## src/rtl/conv_seq_ctrl_if.sv

```systemverilog
// Control/status bundle between the register interface (master) and the convolution sequencer (slave).
interface conv_seq_ctrl_if;
    logic [31:0] ctrl;
    logic [31:0] state;
    logic        busy;
    logic        done;
    logic [15:0] tile_idx;
    logic [31:0] perf_cnt;

    modport master (output ctrl, input state, busy, done, tile_idx, perf_cnt);
    modport slave  (input ctrl, output state, busy, done, tile_idx, perf_cnt);
endinterface

```

## src/rtl/conv_seq_ctrl.sv

```systemverilog
// Convolution core sequencer: walks every channel of every tile and drives the 32-bit datapath enable vector.
// Optional busy-cycle counter is built when CONV_SEQ_CTRL_PERF_EN is defined.
module conv_seq_ctrl #(
    parameter int unsigned IFM_WORDS = 4,
    parameter int unsigned WHT_WORDS = 2,
    parameter int unsigned RD_LAT    = 1,
    parameter int unsigned PE_CYC    = 9,
    parameter int unsigned P2S_WORDS = 9
) (
    input  logic             clk,
    input  logic             rst_n,
    conv_seq_ctrl_if.slave   bus
);
    localparam int unsigned FETCH_CYC = ((IFM_WORDS > WHT_WORDS) ? IFM_WORDS : WHT_WORDS) + RD_LAT;
    localparam int unsigned CNT_MAX_A = (FETCH_CYC > PE_CYC) ? FETCH_CYC : PE_CYC;
    localparam int unsigned CNT_MAX   = (CNT_MAX_A > P2S_WORDS) ? CNT_MAX_A : P2S_WORDS;
    localparam int unsigned CNT_W     = $clog2(CNT_MAX + 1);
    localparam int unsigned CH_W      = 8;
    localparam int unsigned TILE_W    = 16;
    localparam int unsigned STATE_W   = 32;

    typedef enum logic [3:0] {
        S_IDLE, S_FETCH, S_PE, S_PA, S_BA, S_CA, S_RELU, S_P2SW, S_P2SR, S_DONE
    } fsm_e;

    fsm_e                fsm_q, fsm_d;
    logic [CNT_W-1:0]    cnt_q, cnt_d;
    logic [CH_W-1:0]     chnl_q, chnl_d, ch_max_q, ch_max_d;
    logic [TILE_W-1:0]   tile_q, tile_d, tile_max_q, tile_max_d;
    logic [STATE_W-1:0]  state_q, state_d;
    logic                busy_q, busy_d, done_q, done_d;
    logic                start_prev_q;
    logic                accept_c;
    logic [31:0]         ctrl;

    assign ctrl = bus.ctrl;

    logic unused_ctrl_bits;
    assign unused_ctrl_bits = ^{ctrl[31:28], ctrl[3:2]};

    // Enable vector for a given FSM position; first_ch selects load vs accumulate in the channel adder.
    function automatic logic [STATE_W-1:0] decode(fsm_e s, logic [CNT_W-1:0] c, logic first_ch);
        logic [STATE_W-1:0] v;
        v = '0;
        case (s)
            S_FETCH: begin
                v[0] = c < CNT_W'(IFM_WORDS);
                v[1] = c < CNT_W'(WHT_WORDS);
                v[4] = (c >= CNT_W'(RD_LAT)) && (c < CNT_W'(IFM_WORDS + RD_LAT));
                v[5] = (c >= CNT_W'(RD_LAT)) && (c < CNT_W'(WHT_WORDS + RD_LAT));
            end
            S_PE:    v[3:2] = 2'b11;
            S_PA:    v[7:6] = 2'b11;
            S_BA:    v[8] = 1'b1;
            S_CA:    begin v[9] = 1'b1; v[13] = first_ch; end
            S_RELU:  v[10] = 1'b1;
            S_P2SW:  v[11] = 1'b1;
            S_P2SR:  v[12] = 1'b1;
            default: v = '0;
        endcase
        return v;
    endfunction

    // Next-state, counters and registered output values.
    always_comb begin
        fsm_d      = fsm_q;
        cnt_d      = cnt_q;
        chnl_d     = chnl_q;
        tile_d     = tile_q;
        ch_max_d   = ch_max_q;
        tile_max_d = tile_max_q;
        done_d     = done_q;
        accept_c   = 1'b0;

        case (fsm_q)
            S_IDLE: begin
                if (ctrl[0] && !start_prev_q && !ctrl[1]) begin
                    accept_c   = 1'b1;
                    fsm_d      = S_FETCH;
                    cnt_d      = '0;
                    chnl_d     = '0;
                    tile_d     = '0;
                    done_d     = 1'b0;
                    ch_max_d   = (ctrl[11:4] == '0) ? '0 : ctrl[11:4] - CH_W'(1);
                    tile_max_d = (ctrl[27:12] == '0) ? '0 : ctrl[27:12] - TILE_W'(1);
                end
            end
            S_FETCH: begin
                if (cnt_q == CNT_W'(FETCH_CYC - 1)) begin
                    fsm_d = S_PE;
                    cnt_d = '0;
                end else begin
                    cnt_d = cnt_q + CNT_W'(1);
                end
            end
            S_PE: begin
                if (cnt_q == CNT_W'(PE_CYC - 1)) begin
                    fsm_d = S_PA;
                    cnt_d = '0;
                end else begin
                    cnt_d = cnt_q + CNT_W'(1);
                end
            end
            S_PA:   fsm_d = S_BA;
            S_BA:   fsm_d = S_CA;
            S_CA: begin
                if (chnl_q < ch_max_q) begin
                    chnl_d = chnl_q + CH_W'(1);
                    fsm_d  = S_FETCH;
                    cnt_d  = '0;
                end else begin
                    fsm_d = S_RELU;
                end
            end
            S_RELU: fsm_d = S_P2SW;
            S_P2SW: begin
                fsm_d = S_P2SR;
                cnt_d = '0;
            end
            S_P2SR: begin
                if (cnt_q == CNT_W'(P2S_WORDS - 1)) begin
                    cnt_d = '0;
                    if (tile_q < tile_max_q) begin
                        tile_d = tile_q + TILE_W'(1);
                        chnl_d = '0;
                        fsm_d  = S_FETCH;
                    end else begin
                        fsm_d  = S_DONE;
                        done_d = 1'b1;
                    end
                end else begin
                    cnt_d = cnt_q + CNT_W'(1);
                end
            end
            S_DONE:  fsm_d = S_IDLE;
            default: fsm_d = S_IDLE;
        endcase

        // Abort wins over everything, including a completion in the same cycle.
        if (ctrl[1] && (fsm_q != S_IDLE)) begin
            fsm_d  = S_IDLE;
            cnt_d  = '0;
            chnl_d = '0;
            tile_d = '0;
            done_d = done_q;
        end

        state_d = decode(fsm_d, cnt_d, chnl_d == '0);
        busy_d  = (fsm_d != S_IDLE);
    end

    always_ff @(posedge clk or negedge rst_n) begin
        if (!rst_n) begin
            fsm_q        <= S_IDLE;
            cnt_q        <= '0;
            chnl_q       <= '0;
            tile_q       <= '0;
            ch_max_q     <= '0;
            tile_max_q   <= '0;
            state_q      <= '0;
            busy_q       <= 1'b0;
            done_q       <= 1'b0;
            start_prev_q <= 1'b0;
        end else begin
            fsm_q        <= fsm_d;
            cnt_q        <= cnt_d;
            chnl_q       <= chnl_d;
            tile_q       <= tile_d;
            ch_max_q     <= ch_max_d;
            tile_max_q   <= tile_max_d;
            state_q      <= state_d;
            busy_q       <= busy_d;
            done_q       <= done_d;
            start_prev_q <= ctrl[0];
        end
    end

    assign bus.state    = state_q;
    assign bus.busy     = busy_q;
    assign bus.done     = done_q;
    assign bus.tile_idx = tile_q;

`ifdef CONV_SEQ_CTRL_PERF_EN
    logic [31:0] perf_q, perf_d;

    // Saturating busy-cycle counter, restarted by each accepted start.
    always_comb begin
        perf_d = perf_q;
        if (accept_c) begin
            perf_d = '0;
        end else if (busy_q && (perf_q != '1)) begin
            perf_d = perf_q + 32'(1);
        end
    end

    always_ff @(posedge clk or negedge rst_n) begin
        if (!rst_n) perf_q <= '0;
        else        perf_q <= perf_d;
    end

    assign bus.perf_cnt = perf_q;
`else
    logic unused_accept;
    assign unused_accept = accept_c;
    assign bus.perf_cnt  = '0;
`endif
endmodule

```

## src/flat_wrapper.sv

```systemverilog
// flat-port wrapper written by rule: the top's interface ports become plain ports
module conv_seq_ctrl_flat 
#(
    parameter int unsigned IFM_WORDS = 4,
    parameter int unsigned WHT_WORDS = 2,
    parameter int unsigned RD_LAT    = 1,
    parameter int unsigned PE_CYC    = 9,
    parameter int unsigned P2S_WORDS = 9
)
  (clk, rst_n, bus_ctrl, bus_state, bus_busy, bus_done, bus_tile_idx, bus_perf_cnt);
  conv_seq_ctrl_if bus_i ();
  input  logic clk;
  input  logic rst_n;
  input wire logic [$bits(bus_i.ctrl)-1:0] bus_ctrl;
  output wire logic [$bits(bus_i.state)-1:0] bus_state;
  output wire logic [$bits(bus_i.busy)-1:0] bus_busy;
  output wire logic [$bits(bus_i.done)-1:0] bus_done;
  output wire logic [$bits(bus_i.tile_idx)-1:0] bus_tile_idx;
  output wire logic [$bits(bus_i.perf_cnt)-1:0] bus_perf_cnt;
  assign bus_i.ctrl = bus_ctrl;
  assign bus_state = bus_i.state;
  assign bus_busy = bus_i.busy;
  assign bus_done = bus_i.done;
  assign bus_tile_idx = bus_i.tile_idx;
  assign bus_perf_cnt = bus_i.perf_cnt;
  conv_seq_ctrl #(.IFM_WORDS(IFM_WORDS), .WHT_WORDS(WHT_WORDS), .RD_LAT(RD_LAT), .PE_CYC(PE_CYC), .P2S_WORDS(P2S_WORDS)) u_core (.clk(clk), .rst_n(rst_n), .bus(bus_i));
endmodule
```

## config.mk

```make
export PLATFORM = sky130hd
export DESIGN_NAME = conv_seq_ctrl_flat
export DESIGN_NICKNAME = d
export VERILOG_FILES = /design/src/rtl/conv_seq_ctrl_if.sv /design/src/rtl/conv_seq_ctrl.sv /design/src/flat_wrapper.sv
export SDC_FILE = /design/constraint.sdc
export NUM_CORES = 1
export LEC_CHECK = 0
export ABC_CLOCK_PERIOD_IN_PS = 6700
export BUFFER_PORTS_ARGS = -buffer_cell sky130_fd_sc_hd__buf_4
export CAP_MARGIN = 20
export CORE_UTILIZATION = 56
export CTS_CLUSTER_DIAMETER = 50
export DETAILED_ROUTE_END_ITERATION = 7
export PLACE_DENSITY_LB_ADDON = 0.3
export SKIP_LAST_GASP = 1
export SYNTH_ARGS = -nofsm -noshare
export SYNTH_HDL_FRONTEND = slang
export SYNTH_SLANG_ARGS = --single-unit
```

## constraint.sdc

```tcl
create_clock -name clk -period 6.7 [get_ports clk]
set_clock_uncertainty 0.05 [all_clocks]
set_input_delay 1.005 -clock clk [delete_from_list [all_inputs] [get_ports clk]]
set_output_delay 1.005 -clock clk [all_outputs]
set_load 0.1 [all_outputs]
```

==> results of run 1 <==
[area by class of cell]
class                           instances  share of cell area
Timing Repair Buffer                   60              0.0833
Inverter                               34              0.0236
Clock inverter                          4              0.0130
Sequential cell                        71               0.329
Tap cell                              105              0.0243
Clock buffer                           11              0.0261
Multi-Input combinational cell        430               0.501
[per-stage QoR]
| stage | hold WS, ns | setup slack (ns) | cell area, um2 | util | total power [mW] |
|---|---|---|---|---|---|
| CTS | 0.437 | 3.27 | 5410 | 0.645 | 1.70 |
| detailed placement | 0.421 | 3.29 | 5200 | 0.620 | 1.32 |
| floorplan | 0.392 | 3.51 | 5120 | - | 1.20 |
| global placement | 0.415 | 3.35 | 5200 | 0.620 | 1.29 |
| global route | 0.446 | 3.11 | 5410 | 0.645 | 1.80 |
| finish | 0.428 | 3.28 | 5410 | 0.645 | 1.69 |
[synthesized netlist by cell type, types with 3 or more instances]
| cell | instances |
|---|---|
| a211oi_1 | 6 |
| nand4_1 | 7 |
| nor3_1 | 14 |
| or3_1 | 3 |
| a21oi_1 | 24 |
| nand3_1 | 17 |
| ha_1 | 28 |
| nor2b_1 | 6 |
| nand2_1 | 46 |
| nand3b_1 | 8 |
| buf_2 | 8 |
| xor2_1 | 5 |
| o21ai_1 | 3 |
| xnor2_1 | 13 |
| a31oi_1 | 9 |
| inv_1 | 34 |
| buf_1 | 3 |
| o21ai_0 | 61 |
| o31ai_2 | 5 |
| clkbuf_1 | 9 |
| nor3b_1 | 3 |
| and2_1 | 6 |
| nor3_2 | 3 |
| dfrtp_1 | 71 |
| buf_4 | 53 |
| o21a_1 | 3 |
| nand2b_1 | 7 |
| nor4_1 | 6 |
| and3_1 | 14 |
| nor2_1 | 37 |
[power by group]
group | switching (mW) | internal, mW | leakage (nW)
Clock | 0.160 | 0.217 | 0.109
Sequential | 0.0719 | 0.525 | 0.946
Combinational | 0.517 | 0.200 | 1.55
Total | 0.749 | 0.942 | 2.61
[cell families (layout without fill, tap and decap cells)]
kind of cell	count (synthesis)	count (layout)
buffers and inverters	109	109
AOI/OAI and AO/OA	139	139
muxes	1	1
and+or+nand+nor	194	194
DFF	71	71
adders and majority gates	28	28
other	1	50
xor gates and xnor gates	18	18
[critical path, cell delays in order (launching register included)]
cell and delay [ns]:
dfrtp_1 0.48, ha_1 0.35, a21oi_1 0.13, nor3_1 0.06, or4_4 0.54, nor4_4 0.54, o221ai_2 0.46, or2_1 0.46
o31ai_2 0.25
[per-layer routing]
layer	up-vias	global-route usage	wire [um]
met5	-	0	0
met4	0	0.124	288
met3	25	0.0284	439
li1	1971	-	-
met2	140	0.393	4960
met1	1946	0.314	4660
[state kept, by name, summed over array words and instances, names as in the netlist]
| register | count |
|---|---|
| u_core.bus.tile_idx | 16 |
| u_core.tile_max_q | 16 |
| u_core.bus.state | 12 |
| u_core.ch_max_q | 8 |
| u_core.chnl_q | 8 |
| u_core.cnt_q | 4 |
| u_core.fsm_q | 4 |
| u_core.bus.busy | 1 |
| u_core.bus.done | 1 |
| u_core.start_prev_q | 1 |
[how the worst max path moves through the flow]
stage / startpoint / endpoint / cells after the start
floorplan: u_core.bus.tile_idx[9] / u_core.bus.tile_idx[6] / 9
global placement: u_core.bus.tile_idx[9] / u_core.bus.tile_idx[11] / 8
detailed placement: u_core.bus.tile_idx[9] / u_core.bus.tile_idx[8] / 8
CTS: u_core.bus.tile_idx[9] / u_core.bus.tile_idx[8] / 8
global route: u_core.bus.tile_idx[12] / u_core.bus.tile_idx[11] / 8
finish: u_core.bus.tile_idx[9] / u_core.bus.tile_idx[8] / 8
==> flow_summary.json, run 1 <==
{
  "ys_ff_latch": 71,
  "cts_hold_buf": 0,
  "synth_compound_area_frac": 0.192,
  "end_kind": "flip-flop",
  "numClockSinks": 71,
  "track_usage": 0.240,
  "insertion_delay_ns": 0.35,
  "avgSynthCellArea_um2": 8.80,
  "ir_drop_mv": 0.139,
  "period_minus_slack_ns": 3.42,
  "diodes": 0,
  "hold_viol": 0,
  "post_cts_buffers": 0,
  "cp.required_ns": 6.91,
  "period_share": 0.511,
  "cp.arrival_ns": 3.63,
  "drc": 0,
  "area_growth_pct": 9.56,
  "cts_tree": "built",
  "synth_top_area_cell": "dfrtp_1",
  "syn_area_um2": 4940,
  "worstSetupPathType": "flip-flop to flip-flop",
  "synthAdderAreaFrac": 0.0710,
  "regArea_um2": 1780,
  "viasPerCell": 5.71,
  "yosysSeqAreaShare": 0.360,
  "yosys.cell_types.count": 65,
  "overflow": 0,
  "final_max_slew_viol_count": 0,
  "rrSetupSlack_ns": 3.28,
  "cts_max_level": 3,
  "multiInputGateArea_um2": 2710,
  "fmax_ghz": 0.292,
  "grt_pass1_vias": 3800,
  "wl_per_cell_um": 14.5,
  "startpoint_type": "flip-flop",
  "status": "complete, no violations",
  "core-area_um2": 8380,
  "synthSimpleGateAreaFrac": 0.214,
  "p_leak_nw": 2.61,
  "hp-class": "flip-flop to flip-flop",
  "instances_no_fill": 715,
  "rsz0062_at_grt": "no",
  "dr.first_iter.drc_count": 228,
  "hpwl_um": 7500,
  "worstHoldStart": "u_core.tile_max_q[8]",
  "fill_cells": 713,
  "tightest_slew_ns": 1.06,
  "root_buffer": "clkbuf_8",
  "synth_top_family_by_area": "simple AND/OR/NAND/NOR gates",
  "tns_ns": 0,
  "ys_warn_count": 0,
  "grt_max_degree": 72,
  "die_area_um2": 9190,
  "power_density_nw_per_um2": 313,
  "synthArstFlopShare": 1.00,
  "placedCellCount": 700,
  "die_h_um": 95.9,
  "synth_edf_count": 0,
  "clockBufferDepth": 2,
  "antenna_found_initial": 0,
  "r2r_end": "u_core.bus.tile_idx[8]",
  "synth_xor_area_frac": 0.0319,
  "whs_endpoint": "u_core.tile_max_q[8]",
  "ant_nets": 0,
  "cap_viol_max_count": 0,
  "die_w_um": 95.9,
  "row_count": 33,
  "wl_um": 10400,
  "first_pass_iters": 4,
  "path_clk_slew_ns": 0.08,
  "r2r-start": "u_core.bus.tile_idx[9]",
  "whs_path_depth": 2,
  "synthTopCellsByArea": "dfrtp_1 36%, buf_4 8.1%, ha_1 7.1%, o21ai_0 6.2%, nand2_1 3.5%",
  "relSlewSlack": 0.292,
  "crit_fanout": 18,
  "r2r_cells": 8,
  "netlist.area_leader.share": 0.360,
  "muxShareOfSynthArea": 0.00203,
  "cts_resized": 0,
  "globalplace.congestion": 0.866,
  "synthCells": 561,
  "final_cell_mix": "71 x dfrtp_1, 61 x o21ai_0, 60 x buf_4, 50 x conb_1, 46 x nand2_1",
  "cts_made_buffers": 9,
  "nets": 668,
  "synth_ff_type": "dfrtp_1",
  "initial_core_util": 0.589,
  "grt_pass1_wl_um": 17300,
  "layout-drive-gt1-share": 0.170,
  "portBuffers": 59,
  "num_io_pins": 116,
  "num_vias": 4082,
  "setup-violations-final": 0,
  "mostFrequentLayoutCell": "dfrtp_1"
}
Note: power is estimated with default switching activity, not from simulation.
==> run 2, diff against run 1 <==
ABC_CLOCK_PERIOD_IN_PS = 3450   (was 6700)
CORE_UTILIZATION = 55   (was 56)
clock period = 3.45 ns   (was 6.7 ns; I/O delays follow)
==> run 2 against run 1 <==
Effect of this change: flip-flop and latch count unchanged; critical path depth rose by 1; die area rose by 1.8%; worst setup slack lost 2.8 ns; non-clock buffer count is 5 higher; combinational power rose by 97%; register-to-register slack lost 2.8 ns; largest power group unchanged.
==> flow_summary.json, run 2 (synthesis results as in run 1) <==
{
  "worstSetupPathType": "flip-flop to flip-flop",
  "hold_viol": 0,
  "diodes": 0,
  "num_io_pins": 116,
  "grt_max_degree": 72,
  "numClockSinks": 71,
  "relSlewSlack": 0.416,
  "clockBufferDepth": 2,
  "status": "complete, no violations",
  "cts_max_level": 3,
  "power_mw": 3.43,
  "insertion_delay_ns": 0.34,
  "wl_um": 10100,
  "multiInputGateArea_um2": 2710,
  "initial_core_util": 0.566,
  "drc": 0,
  "r2r_cells": 9,
  "die_area_um2": 9360,
  "power_density_nw_per_um2": 625,
  "grt_pass1_vias": 3690,
  "area_growth_pct": 11.4,
  "ir_drop_mv": 0.270,
  "first_pass_iters": 4,
  "period_share": 0.866,
  "path_clk_slew_ns": 0.08,
  "mostFrequentLayoutCell": "dfrtp_1",
  "track_usage": 0.220,
  "layout-drive-gt1-share": 0.179,
  "slowest_stage": "dfrtp_1",
  "wl_per_cell_um": 13.9,
  "cts_tree": "built",
  "critical_path.max_stage_delay_ns": 0.45,
  "crit_fanout": 7,
  "fmax_ghz": 0.335,
  "tns_ns": 0,
  "crit_chain": "ha_1 -> nand4_1 -> or3_1 -> a31oi_1 -> nor3_2 -> a31oi_4 -> nor2_1 -> o311ai_1 -> nor4_2",
  "hp-class": "input pin to asynchronous set/reset pin",
  "portBuffers": 59,
  "startpoint_type": "flip-flop",
  "cts_resized": 0,
  "fin_util": 0.630,
  "antenna_found_initial": 0,
  "final_cell_mix": "71 x dfrtp_1, 65 x buf_4, 61 x o21ai_0, 50 x conb_1, 46 x nand2_1",
  "hpwl_um": 7260,
  "tightest_slew_ns": 0.876,
  "grt_pass1_wl_um": 17000,
  "cp.arrival_ns": 3.15,
  "period_minus_slack_ns": 2.99,
  "die_w_um": 96.7,
  "p_leak_nw": 2.65,
  "num_vias": 4048,
  "row_count": 34,
  "viasPerCell": 5.59,
  "dr.first_iter.drc_count": 250,
  "nets": 673,
  "post_cts_buffers": 0,
  "cap_viol_max_count": 0,
  "die_h_um": 96.7,
  "cts_hold_buf": 0,
  "final_max_slew_viol_count": 0,
  "core-area_um2": 8720,
  "globalplace.congestion": 0.867,
  "regArea_um2": 1780,
  "setup-violations-final": 0,
  "overflow": 0,
  "ant_nets": 0,
  "cp.required_ns": 3.61,
  "fill_cells": 744,
  "rsz0062_at_grt": "no",
  "cts_made_buffers": 9,
  "end_kind": "flip-flop",
  "root_buffer": "clkbuf_8"
}
[run 2: changes by cell type in the layout (fill, tap and decap cells not counted)]
| cell | change |
|---|---|
| buf_4 | +5 |
| clkinv_2 | -1 |
| bufinv_16 | +2 |
| clkinvlp_4 | +1 |
| clkbuf_8 | -1 |
[run 2: area by class of cell]
type	instances	share of cell area
tap	108	0.0246
clock buffer	10	0.0232
multi-input combinational	430	0.493
timing repair buffer	65	0.0888
sequential	71	0.323
clock inverter	6	0.0241
inverter	34	0.0232
[run 2: final timing paths]
check	start	slack [ns]	endpoint
worst min register to register	u_core.ch_max_q[6]	0.43	u_core.ch_max_q[6]
min in group clk	bus_ctrl[0]	0.24	u_core.start_prev_q
worst max-delay path	u_core.bus.tile_idx[14]	0.46	u_core.bus.state[13]
worst max register to register	u_core.bus.tile_idx[14]	0.46	u_core.bus.state[13]
max in group asynchronous	rst_n	2.54	u_core.chnl_q[4]
worst min-delay path	rst_n	0.24	u_core.bus.tile_idx[5]
[run 2: layer usage]
metal	routed length, um	up-vias	GRT usage
met1	4590	1919	0.295
met5	0	-	0
met2	4860	145	0.361
met3	535	8	0.0296
li1	-	1976	-
met4	98	0	0.0861
[run 2: power breakdown]
| part | internal (mW) | switching [mW] |
|---|---|---|
| Sequential | 1.02 | 0.129 |
| Combinational | 0.401 | 1.01 |
| Clock | 0.553 | 0.320 |
| Total | 1.97 | 1.46 |
[run 2: through the flow]
stage               hold WS (ns)  worst slack [ns]  instances  cell area [um2]
CTS                        0.222             0.473        724             5500
global route               0.221             0.267        724             5500
floorplan                  0.172             0.264        610             5120
global placement           0.415             0.548        708             5240
finish                     0.237             0.462        724             5500
detailed placement         0.421             0.487        708             5240
[run 2: worst max-delay path: cells and delay by family (launching register included)]
family | cells | cell delay [ns]
AOI/OAI and AO/OA | 3 | 1.07
adders and majority gates | 1 | 0.32
DFF | 1 | 0.45
and+or+nand+nor | 5 | 0.96
